### src/rtl/divmmc_if.sv
//------------------------------------------------------------------------------
// Module      : divmmc_if
// Description : CPU-bus, memory-control and SD/SPI signal bundle for divmmc.
//               The master side is the CPU/board, the slave side is divmmc.
// Revision    : 1.0 - initial release
//------------------------------------------------------------------------------
`default_nettype none

interface divmmc_if;
    logic        ce;
    logic        enable;
    logic        mreq;
    logic        iorq;
    logic        m1;
    logic        rd;
    logic        wr;
    logic [15:0] a;
    logic [7:0]  d;
    logic [7:0]  q;
    logic        qEn;
    logic        divMap;
    logic        divRam;
    logic [3:0]  divPage;
    logic        spiCs;
    logic        spiCk;
    logic        spiDo;
    logic        spiDi;
    logic        busy;

    modport master (
        output ce, enable, mreq, iorq, m1, rd, wr, a, d, spiDi,
        input  q, qEn, divMap, divRam, divPage, spiCs, spiCk, spiDo, busy
    );

    modport slave (
        input  ce, enable, mreq, iorq, m1, rd, wr, a, d, spiDi,
        output q, qEn, divMap, divRam, divPage, spiCs, spiCk, spiDo, busy
    );
endinterface

`default_nettype wire

### src/rtl/divmmc.sv
//------------------------------------------------------------------------------
// Module      : divmmc
// Description : DivMMC control stage: E3h/E7h/EBh port decode, automap on
//               opcode fetches, and a byte-wide mode-0 SPI master for the SD.
// Revision    : 1.0 - initial release
//------------------------------------------------------------------------------
`default_nettype none

module divmmc #(
    parameter int DIV = 1
) (
    input  logic      clock,
    input  logic      reset,
    divmmc_if.slave   bus
);

    localparam logic [7:0] c_PORT_E3 = 8'hE3;
    localparam logic [7:0] c_PORT_E7 = 8'hE7;
    localparam logic [7:0] c_PORT_EB = 8'hEB;
    localparam int         c_CW      = (DIV > 1) ? $clog2(DIV) : 1;
    localparam logic [c_CW-1:0] c_DIV_LAST = c_CW'(DIV - 1);

    typedef enum logic [1:0] {
        S_IDLE = 2'd0,
        S_LOW  = 2'd1,
        S_HIGH = 2'd2
    } spi_state_t;

    // I/O strobe decode (edge-detected against the previous ce sample)
    logic w_ioWrLvl, w_ioRdLvl, w_ioWr, w_ioRd;
    logic w_wrE3, w_wrE7, w_wrEB, w_rdEB;
    logic ioWrPrev_q, ioRdPrev_q;

    assign w_ioWrLvl = !bus.iorq && !bus.wr;
    assign w_ioRdLvl = !bus.iorq && !bus.rd;
    assign w_ioWr    = bus.ce && w_ioWrLvl && !ioWrPrev_q;
    assign w_ioRd    = bus.ce && w_ioRdLvl && !ioRdPrev_q;
    assign w_wrE3    = w_ioWr && (bus.a[7:0] == c_PORT_E3);
    assign w_wrE7    = w_ioWr && (bus.a[7:0] == c_PORT_E7);
    assign w_wrEB    = w_ioWr && (bus.a[7:0] == c_PORT_EB);
    assign w_rdEB    = w_ioRd && (bus.a[7:0] == c_PORT_EB);

    // Remember the strobe levels seen at the last ce so each I/O cycle fires once
    always_ff @(posedge clock or posedge reset) begin
        if (reset) begin
            ioWrPrev_q <= 1'b0;
            ioRdPrev_q <= 1'b0;
        end else if (bus.ce) begin
            ioWrPrev_q <= w_ioWrLvl;
            ioRdPrev_q <= w_ioRdLvl;
        end
    end

    // Control registers written through E3h and E7h
    logic       conmem_q, mapram_q, spiCs_q;
    logic [3:0] page_q;

    always_ff @(posedge clock or posedge reset) begin
        if (reset) begin
            conmem_q <= 1'b0;
            mapram_q <= 1'b0;
            page_q   <= 4'h0;
            spiCs_q  <= 1'b1;
        end else begin
            if (w_wrE3) begin
                conmem_q <= bus.d[7];
                mapram_q <= mapram_q | bus.d[6];   // sticky until reset
                page_q   <= bus.d[3:0];
            end
            if (w_wrE7) begin
                spiCs_q <= bus.d[0];
            end
        end
    end

    // Automap address classification for M1 fetches
    logic w_m1Fetch, w_delayAddr, w_instAddr, w_unmapAddr;
    logic automap_q, mapPend_q, unmapPend_q;

    assign w_m1Fetch   = !bus.m1 && !bus.mreq;
    assign w_delayAddr = bus.a inside {16'h0000, 16'h0008, 16'h0038,
                                      16'h0066, 16'h04C6, 16'h0562};
    assign w_instAddr  = (bus.a[15:8] == 8'h3D);
    assign w_unmapAddr = (bus.a[15:3] == 13'h03FF);

    // Automap: pend on M1, resolve on the first ce with m1 high, unmap wins
    always_ff @(posedge clock or posedge reset) begin
        if (reset) begin
            automap_q   <= 1'b0;
            mapPend_q   <= 1'b0;
            unmapPend_q <= 1'b0;
        end else if (bus.ce) begin
            if (!bus.enable) begin
                automap_q   <= 1'b0;
                mapPend_q   <= 1'b0;
                unmapPend_q <= 1'b0;
            end else if (w_m1Fetch) begin
                if (w_delayAddr) mapPend_q   <= 1'b1;
                if (w_unmapAddr) unmapPend_q <= 1'b1;
                if (w_instAddr)  automap_q   <= 1'b1;
            end else if (bus.m1) begin
                if (unmapPend_q)    automap_q <= 1'b0;
                else if (mapPend_q) automap_q <= 1'b1;
                mapPend_q   <= 1'b0;
                unmapPend_q <= 1'b0;
            end
        end
    end

    // SPI master state and datapath
    spi_state_t      state_q, state_d;
    logic [c_CW-1:0] divCnt_q, divCnt_d;
    logic [2:0]      bitCnt_q, bitCnt_d;
    logic [7:0]      tx_q, tx_d;
    logic [7:0]      rxSh_q, rxSh_d;
    logic [7:0]      rx_q, rx_d;
    logic            w_spiStart;
    logic [7:0]      w_startByte;

    // A transfer starts only from idle; EBh accesses while busy are dropped
    assign w_spiStart  = (w_wrEB || w_rdEB) && (state_q == S_IDLE);
    assign w_startByte = w_wrEB ? bus.d : 8'hFF;

    // SPI next-state: DIV clocks low (MOSI valid), DIV clocks high (MISO sampled)
    always_comb begin
        state_d  = state_q;
        divCnt_d = divCnt_q;
        bitCnt_d = bitCnt_q;
        tx_d     = tx_q;
        rxSh_d   = rxSh_q;
        rx_d     = rx_q;
        case (state_q)
            S_IDLE: begin
                if (w_spiStart) begin
                    state_d  = S_LOW;
                    tx_d     = w_startByte;
                    divCnt_d = '0;
                    bitCnt_d = 3'd0;
                end
            end
            S_LOW: begin
                if (divCnt_q == c_DIV_LAST) begin
                    divCnt_d = '0;
                    state_d  = S_HIGH;
                    rxSh_d   = {rxSh_q[6:0], bus.spiDi};
                end else begin
                    divCnt_d = divCnt_q + 1'b1;
                end
            end
            S_HIGH: begin
                if (divCnt_q == c_DIV_LAST) begin
                    divCnt_d = '0;
                    tx_d     = {tx_q[6:0], 1'b1};
                    if (bitCnt_q == 3'd7) begin
                        state_d = S_IDLE;
                        rx_d    = rxSh_q;
                    end else begin
                        bitCnt_d = bitCnt_q + 3'd1;
                        state_d  = S_LOW;
                    end
                end else begin
                    divCnt_d = divCnt_q + 1'b1;
                end
            end
            default: state_d = S_IDLE;
        endcase
    end

    // SPI state register; reset aborts any transfer and forgets the last byte
    always_ff @(posedge clock or posedge reset) begin
        if (reset) begin
            state_q  <= S_IDLE;
            divCnt_q <= '0;
            bitCnt_q <= 3'd0;
            tx_q     <= 8'hFF;
            rxSh_q   <= 8'hFF;
            rx_q     <= 8'hFF;
        end else begin
            state_q  <= state_d;
            divCnt_q <= divCnt_d;
            bitCnt_q <= bitCnt_d;
            tx_q     <= tx_d;
            rxSh_q   <= rxSh_d;
            rx_q     <= rx_d;
        end
    end

    // Read data: capture the previous byte at the EBh read strobe, hold until the read ends
    logic [7:0] q_q;
    logic       qEn_q;

    always_ff @(posedge clock or posedge reset) begin
        if (reset) begin
            q_q   <= 8'hFF;
            qEn_q <= 1'b0;
        end else if (w_rdEB) begin
            q_q   <= rx_q;
            qEn_q <= 1'b1;
        end else if (bus.ce && !(w_ioRdLvl && (bus.a[7:0] == c_PORT_EB))) begin
            qEn_q <= 1'b0;
        end
    end

    assign bus.q       = q_q;
    assign bus.qEn     = qEn_q;
    assign bus.divMap  = conmem_q | automap_q;
    assign bus.divRam  = mapram_q & !conmem_q;
    assign bus.divPage = page_q;
    assign bus.spiCs   = spiCs_q;
    assign bus.spiCk   = (state_q == S_HIGH);
    assign bus.spiDo   = (state_q == S_IDLE) ? 1'b1 : tx_q[7];
    assign bus.busy    = (state_q != S_IDLE);

endmodule

`default_nettype wire

### src/flat_wrapper.sv
// flat-port wrapper written by rule: the top's interface ports become plain ports
module divmmc_flat 
#(
    parameter int DIV = 1
)
  (clock, reset, bus_ce, bus_enable, bus_mreq, bus_iorq, bus_m1, bus_rd, bus_wr, bus_a, bus_d, bus_spiDi, bus_q, bus_qEn, bus_divMap, bus_divRam, bus_divPage, bus_spiCs, bus_spiCk, bus_spiDo, bus_busy);
  divmmc_if bus_i ();
  input  logic clock;
  input  logic reset;
  input wire logic [$bits(bus_i.ce)-1:0] bus_ce;
  input wire logic [$bits(bus_i.enable)-1:0] bus_enable;
  input wire logic [$bits(bus_i.mreq)-1:0] bus_mreq;
  input wire logic [$bits(bus_i.iorq)-1:0] bus_iorq;
  input wire logic [$bits(bus_i.m1)-1:0] bus_m1;
  input wire logic [$bits(bus_i.rd)-1:0] bus_rd;
  input wire logic [$bits(bus_i.wr)-1:0] bus_wr;
  input wire logic [$bits(bus_i.a)-1:0] bus_a;
  input wire logic [$bits(bus_i.d)-1:0] bus_d;
  input wire logic [$bits(bus_i.spiDi)-1:0] bus_spiDi;
  output wire logic [$bits(bus_i.q)-1:0] bus_q;
  output wire logic [$bits(bus_i.qEn)-1:0] bus_qEn;
  output wire logic [$bits(bus_i.divMap)-1:0] bus_divMap;
  output wire logic [$bits(bus_i.divRam)-1:0] bus_divRam;
  output wire logic [$bits(bus_i.divPage)-1:0] bus_divPage;
  output wire logic [$bits(bus_i.spiCs)-1:0] bus_spiCs;
  output wire logic [$bits(bus_i.spiCk)-1:0] bus_spiCk;
  output wire logic [$bits(bus_i.spiDo)-1:0] bus_spiDo;
  output wire logic [$bits(bus_i.busy)-1:0] bus_busy;
  assign bus_i.ce = bus_ce;
  assign bus_i.enable = bus_enable;
  assign bus_i.mreq = bus_mreq;
  assign bus_i.iorq = bus_iorq;
  assign bus_i.m1 = bus_m1;
  assign bus_i.rd = bus_rd;
  assign bus_i.wr = bus_wr;
  assign bus_i.a = bus_a;
  assign bus_i.d = bus_d;
  assign bus_i.spiDi = bus_spiDi;
  assign bus_q = bus_i.q;
  assign bus_qEn = bus_i.qEn;
  assign bus_divMap = bus_i.divMap;
  assign bus_divRam = bus_i.divRam;
  assign bus_divPage = bus_i.divPage;
  assign bus_spiCs = bus_i.spiCs;
  assign bus_spiCk = bus_i.spiCk;
  assign bus_spiDo = bus_i.spiDo;
  assign bus_busy = bus_i.busy;
  divmmc #(.DIV(DIV)) u_core (.clock(clock), .reset(reset), .bus(bus_i));
endmodule
### config.mk
export PLATFORM = sky130hd
export DESIGN_NAME = divmmc_flat
export DESIGN_NICKNAME = d
export VERILOG_FILES = /design/src/rtl/divmmc_if.sv /design/src/rtl/divmmc.sv /design/src/flat_wrapper.sv
export SDC_FILE = /design/constraint.sdc
export NUM_CORES = 1
export LEC_CHECK = 0
export BUFFER_PORTS_ARGS = -buffer_cell sky130_fd_sc_hd__buf_2
export CORE_MARGIN = 3
export CORE_UTILIZATION = 30
export CTS_BUF_LIST = sky130_fd_sc_hd__clkbuf_16
export DETAILED_ROUTE_END_ITERATION = 8
export HOLD_SLACK_MARGIN = 0.03
export SLEW_MARGIN = 40
export SYNTH_ARGS = -nofsm -noshare
export SYNTH_HDL_FRONTEND = slang
export SYNTH_SLANG_ARGS = --single-unit
### constraint.sdc
create_clock -name clock -period 1.6 [get_ports clock]
set_input_delay 0.16 -clock clock [delete_from_list [all_inputs] [get_ports clock]]
set_output_delay 0.16 -clock clock [all_outputs]
set_load 0.02 [all_outputs]
==> flow_summary.json <==
{
  "htreeDepth": 2,
  "p_switching_uw": 668,
  "die_h_microns": 95.3,
  "fmax_mhz": 654,
  "seqPwrFrac": 0.508,
  "grt_pass1_vias": 1833,
  "synthArstFlopShare": 1.00,
  "irDropWorstVdd_mv": 0.494,
  "final_cell_count_no_fill": 364,
  "ys_seq_area_frac": 0.540,
  "wire_per_inst_microns": 13.8,
  "setup_viol": 0,
  "first_pass_iters": 4,
  "clockBufferDepth": 2,
  "synth_area_leaders": "dfstp_2, dfrtp_1, mux2_2",
  "end_kind": "primary output",
  "dp.cells": 355,
  "grtUsageTotal": 0.121,
  "hold_viol_final": 0,
  "post-place-ws_ns": 0.0535,
  "hpwlAfterDp_mm": 3.81,
  "path_cells": "or2_2 > nand2b_1 > buf_2",
  "cts-root-buf": "clkbuf_16",
  "setup_tns_ns": 0,
  "die_x_microns": 95.3,
  "antenna_found_initial": 0,
  "crit_slowest_cell": "dfrtp_1",
  "path_class": "flop to primary output",
  "worstPathArrival_ns": 1.37,
  "slew_headroom": 0.724,
  "nFillCells": 734,
  "clock_sinks": 50,
  "hold_class": "input pin to flop",
  "diodes": 0,
  "cp.required_ns": 1.44,
  "total_leakage_power_uw": 0.00142,
  "via_per_inst": 4.91,
  "insertion_delay_ns": 0.29,
  "slew_violations": 0,
  "cts_buffers": 5,
  "grt_max_degree": 51,
  "synth_mux_area_frac": 0.145,
  "netlist_area_sq_um": 2390,
  "synth_top_family_by_area": "simple AND/OR/NAND/NOR gates",
  "ys.warnings.count": 0,
  "ant_nets": 0,
  "area_growth_pct": 27.5,
  "synth_top_area_frac": 0.362,
  "internal_power_uw": 2250,
  "p_sw_frac": 0.229,
  "clkPwrFrac": 0.383,
  "p_total_uw": 2920,
  "clkTransAtPathRegs_ns": 0.06,
  "floorplan.rows": 31,
  "drv_cap": 0,
  "max_stage_delay_ns": 0.44,
  "remaining_drc_errors": 0,
  "syn_inst": 197,
  "gp_congestion": 0.763,
  "period_needed_ns": 1.53,
  "initial_utilization": 0.320,
  "outcome": "finished clean",
  "tightestPinTransition_ns": 0.414,
  "portBuffers": 52,
  "syn_nets": 233,
  "ios": 53,
  "initialDrtViolationCount": 86,
  "drt-total-wl_mm": 5.04,
  "dpl_cell_area_sq_um": 2870,
  "drive_gt1_frac": 0.551,
  "power_frac_comb": 0.109,
  "die_area_sq_um": 9080,
  "synth_seq_cells": 50,
  "setup_ws_ns": 0.0719,
  "yosysTopAreaCell": "dfstp_2",
  "finClkSkew_ns": 0.00956,
  "synth_area_per_cell_sq_um": 12.1,
  "synth_ff_type": "dfstp_2",
  "power_density_nw_per_um2": 957,
  "synth-simple-area-share": 0.163,
  "final_nets": 300,
  "synth-compound-area-share": 0.117,
  "synth-edff-count": 0,
  "post_cts_buffers": 0,
  "num_vias": 1787,
  "grt_pass1_wl_mm": 8.65,
  "synth_fa_ha_area_frac": 0.0105,
  "post-route-period-util": 0.955,
  "grt.overflow.total": 0,
  "crit_path_max_fanout": 7,
  "synth-xor-area-share": 0,
  "fin_area_sq_um": 3050,
  "start_kind": "flop",
  "synth_cell_types": 45,
  "rsz0062_at_grt": "no",
  "fp.coreArea_sq_um": 7490,
  "cts_tree": "built"
}
what timing repair did:
item / 4_1_cts / 5_1_grt
hold endpoints to repair: 17 / 0
gates resized for setup: 0 / 1
hold buffers: 1 / 0
setup endpoints to repair: 0 / 7
cell families (layout without fill, tap and decap cells):
family,after synthesis,after routing
simple gates,62,62
mux,31,31
buf+inv,13,81
compound gates,39,39
fa+ha+maj,2,2
flops,50,50
metrics by stage:
step | utilization | hold slack, ns
finish | 0.407 | 0.102
global route | 0.407 | 0.103
CTS | 0.407 | 0.0962
floorplan | - | 0.260
global placement | 0.384 | 0.226
detailed placement | 0.384 | 0.224
per-layer routing:
metal  track usage  up-vias  wire [microns]
li1              -      871               -
met2         0.195       34            2410
met3        0.0276        5             245
met4        0.0361        0              44
met1         0.162      877            2340
met5             0        -               0
cells in the mapped netlist (3+ instances only):
master and count:
o22ai_1 3, inv_1 5, nor2_1 8, a21o_1 3, dfrtp_1 17, a211oi_1 3
nand3_1 3, a22o_1 4, dfstp_2 33, nor3_1 9, nand3b_1 3, mux2_2 30
o2bb2ai_1 5, nand2b_1 8, a21oi_1 3, o21ai_0 9, clkbuf_1 3, buf_2 3
nand2_1 10
worst paths after layout:
| check | startpoint | to | slack [ns] | depth (start not counted) |
|---|---|---|---|---|
| worst max-delay path | u_core.state_q[1]$_DFFE_PP0P_ | bus_spiDo | 0.07 | 3 |
| worst min-delay path | bus_spiDi | u_core.rxSh_q[0]$_DFFE_PP1N_ | 0.10 | 2 |
| worst max register to register | u_core.bitCnt_q[0]$_DFFE_PP0P_ | u_core.bitCnt_q[1]$_DFFE_PP0P_ | 0.12 | 5 |
| worst min register to register | u_core.tx_q[2]$_DFFE_PP1P_ | u_core.tx_q[2]$_DFFE_PP1P_ | 0.48 | 2 |
| max in group asynchronous | reset | u_core.tx_q[3]$_DFFE_PP1P_ | 0.85 | 4 |
| min in group asynchronous | reset | u_core.bitCnt_q[0]$_DFFE_PP0P_ | 0.45 | 4 |
state kept, by name, summed over array words and instances (netlist names):
name                cells
u_core.bus.q            8
u_core.rxSh_q           8
u_core.rx_q             8
u_core.tx_q             8
u_core.bus.divPage      4
u_core.bitCnt_q         3
u_core.state_q          2
u_core.automap_q        1
u_core.bus.qEn          1
u_core.bus.spiCs        1
u_core.conmem_q         1
u_core.ioRdPrev_q       1
u_core.ioWrPrev_q       1
u_core.mapPend_q        1
u_core.mapram_q         1
u_core.unmapPend_q      1
power by group through the flow:
| stage | registers (uW) | logic, uW | clock network [uW] |
|---|---|---|---|
| 3_5_place_dp | 1500 | 319 | 0 |
| 4_1_cts | 1480 | 322 | 1160 |
| 5_1_grt | 1500 | 370 | 1190 |
| 3_3_place_gp | 1500 | 313 | 0 |
| 6_report | 1480 | 318 | 1120 |
| 2_1_floorplan | 1490 | 191 | 0 |
critical path, delay by kind of cell, from the launching register on:
| kind | cells | cell delay (ns) |
|---|---|---|
| flip-flops | 1 | 0.44 |
| buffers and inverters | 1 | 0.17 |
| AND/OR/NAND/NOR | 2 | 0.48 |
cell usage in the layout, fill, tap and decap left out, types with 2 or more instances in the layout:
cell type  count
a21oi_1        3
a32oi_1        2
o2bb2ai_1      5
or4_1          2
nor2b_1        2
nor2_1         8
a21o_1         3
dfrtp_1       17
inv_1          4
buf_12         2
buf_4         12
ha_1           2
o22ai_1        3
or4b_4         2
buf_2         52
nor3_1         9
o21ai_0        9
clkbuf_16      6
dfstp_2       33
inv_2          2
nand2_1       10
nand2b_1       8
a22o_1         4
or2_2          2
a31oi_1        2
a211oi_1       3
nand3_1        3
mux2_2        30
and4b_1        2
nand3b_1       3
nor4_1         2
cell type report:
| type | count | area (sq um) | share of cell area |
|---|---|---|---|
| inverters | 6 | 22.5 | 0.00739 |
| well taps | 99 | 124 | 0.0406 |
| repair buffers | 67 | 400 | 0.131 |
| clock buffers | 6 | 150 | 0.0492 |
| multi-input cells | 134 | 1050 | 0.343 |
| flip-flops and latches | 50 | 1290 | 0.424 |
| clock inverters | 2 | 12.5 | 0.00410 |
Power figures use the tool's default switching activity.
